$ cat src/rtl/shift_sequencer.sv
// shift_sequencer: multi-cycle MIPS shift unit (SLL/SRL/SRA and variable forms), STEP bits per cycle
module shift_sequencer #(
  parameter int DATA_W  = 32,
  parameter int SHAMT_W = 5,
  parameter int STEP    = 4
) (
  input  logic               clk_i,
  input  logic               rst_ni,
  input  logic               start_i,
  input  logic [1:0]         op_i,
  input  logic               variable_i,
  input  logic [SHAMT_W-1:0] shamt_i,
  input  logic [DATA_W-1:0]  rs_i,
  input  logic [DATA_W-1:0]  rt_i,
  input  logic               flush_i,
  output logic               busy_o,
  output logic               stall_o,
  output logic               done_o,
  output logic [DATA_W-1:0]  result_o
);
  typedef enum logic [1:0] {IDLE, SHIFT, DONE} state_t;
  localparam logic [SHAMT_W:0] STEP_V = (SHAMT_W+1)'(STEP);
  state_t               state_q, state_d;
  logic [SHAMT_W-1:0]   cnt_q, cnt_d;
  logic [DATA_W-1:0]    opd_q, opd_d;
  logic [1:0]           op_q, op_d;
  logic [DATA_W-1:0]    result_q, result_d;
  logic [SHAMT_W-1:0]   amt;
  logic [SHAMT_W:0]     k;
  logic [DATA_W-1:0]    shifted;
  logic                 unused_rs;
  assign unused_rs = ^rs_i[DATA_W-1:SHAMT_W];
  assign amt = variable_i ? rs_i[SHAMT_W-1:0] : shamt_i;
  assign k = ({1'b0, cnt_q} > STEP_V) ? STEP_V : {1'b0, cnt_q};
  // reserved op 11 falls through to a logical left shift
  assign shifted = (op_q == 2'b01) ? opd_q >> k :
                   (op_q == 2'b10) ? $unsigned($signed(opd_q) >>> k) :
                                     opd_q << k;
  always_comb begin
    state_d  = state_q;
    cnt_d    = cnt_q;
    opd_d    = opd_q;
    op_d     = op_q;
    result_d = result_q;
    case (state_q)
      IDLE: if (start_i && !flush_i) begin
        opd_d   = rt_i;
        op_d    = op_i;
        cnt_d   = amt;
        state_d = (amt == '0) ? DONE : SHIFT;
        if (amt == '0) result_d = rt_i;
      end
      SHIFT: if (flush_i) begin
        state_d = IDLE;
      end else begin
        opd_d = shifted;
        cnt_d = cnt_q - k[SHAMT_W-1:0];
        if ({1'b0, cnt_q} == k) begin
          state_d  = DONE;
          result_d = shifted;
        end
      end
      default: state_d = IDLE;
    endcase
  end
  always_ff @(posedge clk_i or negedge rst_ni) begin
    if (!rst_ni) begin
      state_q  <= IDLE;
      cnt_q    <= '0;
      opd_q    <= '0;
      op_q     <= '0;
      result_q <= '0;
    end else begin
      state_q  <= state_d;
      cnt_q    <= cnt_d;
      opd_q    <= opd_d;
      op_q     <= op_d;
      result_q <= result_d;
    end
  end
  assign busy_o   = state_q != IDLE;
  assign stall_o  = (start_i && state_q == IDLE) || state_q == SHIFT;
  assign done_o   = state_q == DONE && !flush_i;
  assign result_o = result_q;
endmodule

$ cat config.mk
export PLATFORM = sky130hd
export DESIGN_NAME = shift_sequencer
export DESIGN_NICKNAME = d
export VERILOG_FILES = /design/src/rtl/shift_sequencer.sv
export SDC_FILE = /design/constraint.sdc
export NUM_CORES = 1
export LEC_CHECK = 0
export CORE_UTILIZATION = 38
export CTS_BUF_LIST = sky130_fd_sc_hd__clkbuf_16
export CTS_CLUSTER_SIZE = 14
export DETAILED_ROUTE_END_ITERATION = 10
export PLACE_DENSITY_LB_ADDON = 0.3
export SYNTH_ARGS = -nofsm -noshare
export SYNTH_HDL_FRONTEND = slang
export SYNTH_SLANG_ARGS = --single-unit
$ cat constraint.sdc
create_clock -name clk_i -period 5.9 [get_ports clk_i]
set_input_delay 1.475 -clock clk_i [delete_from_list [all_inputs] [get_ports clk_i]]
set_output_delay 1.475 -clock clk_i [all_outputs]
set_load 0.05 [all_outputs]
After elaboration in Yosys (flattened, before gate mapping)
Index checks and enable logic that the tools add are counted.

word-level totals
  bits in registers = 73
  bits of input ports = 76
  output and inout port bits = 35
  logic and storage cells = 53

cells by class
  $add $sub $neg = 1
  order comparisons = 1
  eq/ne operators = 10
  shift-type cells = 3
  mux-type cells = 20
  reductions and logical operators = 13

operator list
  operator                                                       count
  2-to-1 mux 32 bit                                              8
  one-hot mux 32 bit (2 select lines)                            2
  left shift 32 x 5 -> 32 bit                                    1
  >> shifter 32 x 5 -> 32 bit                                    1
  >>> shifter 32 x 5 -> 32 bit                                   1
  2-to-1 mux 5 bit                                               4
  one-hot mux 5 bit (2 select lines)                             1
  2-to-1 mux 2 bit                                               4
  inequality test 2 bit, second input constant                   4
  equality test 5 bit                                            1
  greater-than comparator 5 x 3 -> 1 bit, second input constant  1
  logical NOT 5 bit                                              1
  AND reduction 5 bit                                            1
  subtractor 5 bit                                               1
  equality test 2 x 1 -> 1 bit, second input constant            2
  equality test 2 bit, second input constant                     2
  one-hot mux 2 bit (2 select lines)                             1
  AND reduction 2 bit                                            2
  nonzero test 2 bit                                             2
  logical AND 1 bit                                              3
  inequality test 3 bit, second input constant                   1
  AND reduction 3 bit                                            1
  logical NOT 2 bit                                              1
  logical NOT 1 bit                                              1
  logical OR 1 bit                                               1

Logic depth before layout (Yosys ltp)
  word-level depth = 8
  gate-level depth with buffers = 11
  mapped depth without buffers = 7

Worst setup path before layout
OpenSTA, ideal clock, no wires.

  path type = input-to-output
  start point = in flush_i
  end point = out done_o
  arrival time = 2.619 ns
  data required time = 4.425 ns
  setup slack = 1.806 ns
  cell stages on the path = 1
  path buffers = 0
  cells stage by stage = nor3b_1

between the ends
  cells in the longest elaborated chain, start to end = 2

RTL lines
  what                RTL line  RTL
  start: declaration  15        input logic flush_i,
  logical NOT 1 bit   83        assign done_o = state_q == DONE && !flush_i;
  logical AND 1 bit   83
  end: declaration    18        output logic done_o,

No other way between the ends.

Worst setup path in the final report
Same ends and word-level chain as after synthesis.

==> flow_metrics.env <==
export IMPL_synth_seq_cells=73
export IMPL_grt_pass1_wl_um=29130
export IMPL_initial_core_util_pct=39.02
export IMPL_ys_flop_type="dfrtp_1"
export IMPL_first_pass_iters=5
export IMPL_p_per_area_nw_per_um2=590.9
export IMPL_syn_to_final_growth_pct=20.62
export IMPL_gr_total_overflow=0
export IMPL_synth_largest_area_cell="dfrtp_1"
export IMPL_synth_distinct_cells=66
export IMPL_ant_nets=0
export IMPL_yosysMostFrequentCell="dfrtp_1"
export IMPL_start_kind="input pin"
export IMPL_synth_common_cells="dfrtp_1, mux2i_1, nor2_1"
export IMPL_ys_seq_area_share_pct=32.09
export IMPL_wl_um=18050
export IMPL_slew_headroom_pct=29.38
export IMPL_critPathCaptureType="primary output"
export IMPL_grt_pass1_vias=5226
export IMPL_diodes=0
export IMPL_grtUsageTotal_pct=23.46
export IMPL_synth_nets=712
export IMPL_die_area_um2=15480
export IMPL_finalHoldViolCount=0
export IMPL_ctsHoldBuffers=0
export IMPL_dpl_hpwl_um=11850
export IMPL_fmax_mhz=222.4
export IMPL_cts_repair_resized=0
export IMPL_via_per_inst=6.380
export IMPL_worst_slew_pin_slew_ns=1.052
export IMPL_synth_top_cell_area_share_pct=32.09
export IMPL_syn_avg_cell_area_um2=8.979
export IMPL_clockBufferDepth=2
export IMPL_postCtsSetupBuffers=0
export IMPL_worstSetupPathType="in -> out"
export IMPL_clkSinkCount=73
export IMPL_drc=0
export IMPL_drive_gt1_share_pct=12.82
export IMPL_cts_tree="done"
export IMPL_die_height_um=124.4
export IMPL_cp_arrival_ns=3.02
export IMPL_synth_area_um2=5693
export IMPL_fin_crit_sh_pct=76.20
export IMPL_htreeDepth=3
export IMPL_numPortBuffers=83
export IMPL_post_route_util_pct=47.07
export IMPL_antenna_found_initial=0
export IMPL_synth_edff_count=0
export IMPL_die_w_um=124.4
export IMPL_routedWlPerCell_um=21.11
export IMPL_numCtsBuffers=9
export IMPL_syn_inst=634
export IMPL_critical_path_required_ns=4.43
export IMPL_finalClockSkew_ns=0.007796
export IMPL_fin_nets=744
export IMPL_io_pins=111
export IMPL_cts_root_buf="clkbuf_16"
export IMPL_ir_drop_mv=0.2825
export IMPL_rows=44
export IMPL_setup_violations=0
export IMPL_rsz0062_at_grt="no"
export IMPL_core_area_um2=14590
export IMPL_path_clk_slew_ns=0.06
export IMPL_drt_iter0_drc=550
export IMPL_period_minus_slack_ns=4.496
export IMPL_drv_slew=0
export IMPL_async_flop_share_pct=100.0
export IMPL_leakagePower_nw=2.679
export IMPL_yosys_warnings=0
export IMPL_maxCapViolCount=0
export IMPL_grt_max_degree=74
export IMPL_insertion_delay_ns=0.35
export IMPL_finalSetupTns_ns=0
export IMPL_finalWeightedCongestion=0.8544
export IMPL_path_max_fanout=5
export IMPL_synth_area_top_cells="dfrtp_1, mux2i_1, mux4_2, mux2_2, a21oi_1"
export IMPL_status="finished clean"
export IMPL_hp_class="reg -> reg"
export IMPL_vias=5455
## layout make-up
type | count | area (um2)
Tap cell | 184 | 230.2
Clock inverter | 7 | 77.57
Inverter | 12 | 45.04
Timing Repair Buffer | 97 | 933.4
Sequential cell | 73 | 1827
Fill cell | 1369 | 7722
Clock buffer | 9 | 225.2
Multi-Input combinational cell | 473 | 3528
## cells by family (layout without fill, tap and decap cells)
kind of cell,Yosys count,count (layout),synth area share [%]
multiplexers,104,104,23.25
AND/OR/NAND/NOR,153,153,12.31
flip-flops,73,73,32.09
other,2,2,0.1319
XOR/XNOR,2,2,0.3077
AO/OA/AOI/OAI,210,210,24.88
adder cells (fa/ha/maj),2,2,0.4395
buffers and inverters,88,125,6.593
## registers in the layout (all words and copies together), names as in the netlist
name,flops
state_q,2
opd_q,32
cnt_q,5
op_q,2
result_o,32
## worst max-delay path, stage by stage
cell             delay [ns]
clkdlybuf4s50_1        0.49
nor3b_1                0.22
clkdlybuf4s50_1        0.84
## cell usage in the layout, fill, tap and decap left out, types with 4 or more instances in the layout
cell,instances
nand3_1,13
mux2_2,26
o22a_1,7
clkdlybuf4s50_1,82
a211o_1,11
a21oi_1,42
o221ai_1,10
o21ai_0,34
a21o_1,4
a2111oi_0,4
nand2b_1,4
dfrtp_1,73
o22ai_1,15
inv_1,12
nor2_1,53
mux4_2,20
nand2_1,45
mux2i_1,58
nor4_1,4
a22oi_1,4
a311oi_1,4
a211oi_1,10
o211ai_1,4
buf_4,15
clkbuf_16,9
o31ai_1,5
nor3_1,11
nor2b_1,4
a31oi_1,29
## per-stage QoR
step                std cells  instance area [um2]  hold WS [ns]  setup slack, ns  power [mW]
CTS                       855                 6867        0.5084            1.408       4.032
global placement          839                 6564        0.4914            1.434       3.423
floorplan                 634                 5693        0.5294            1.806       2.740
detailed placement        839                 6564        0.4948            1.410       3.454
finish                    855                 6867        0.5040            1.404       4.057
global route              855                 6867        0.5237            1.326       4.285
## report_power, final
part | total [mW] | switching [mW] | internal [mW]
Clock | 0.563 | 0.232 | 0.331
Sequential | 1.13 | 0.402 | 0.726
Combinational | 2.37 | 1.42 | 0.949
## worst paths after layout
| path | depth (start not counted) | to | slack [ns] | start |
|---|---|---|---|---|
| setup reg to reg | 6 | opd_q[8] | 2.48 | cnt_q[0] |
| hold / removal | 1 | result_o[10] | 0.50 | result_o[10] |
| max in group asynchronous | 1 | opd_q[0] | 4.01 | rst_ni |
| setup / recovery | 3 | done_o | 1.40 | flush_i |
| min in group asynchronous | 1 | result_o[16] | 1.26 | rst_ni |
| hold reg to reg | 1 | result_o[10] | 0.50 | result_o[10] |
## layer usage
metal	part of all wire, %	wire length [um]	track usage (%)
met1	46	8251	33.53
met2	46	8253	35.49
met3	6.9	1243	4.296
met4	1.7	303	7.938
met5	0	0	0
No activity file was read; power rests on OpenSTA's default activity.
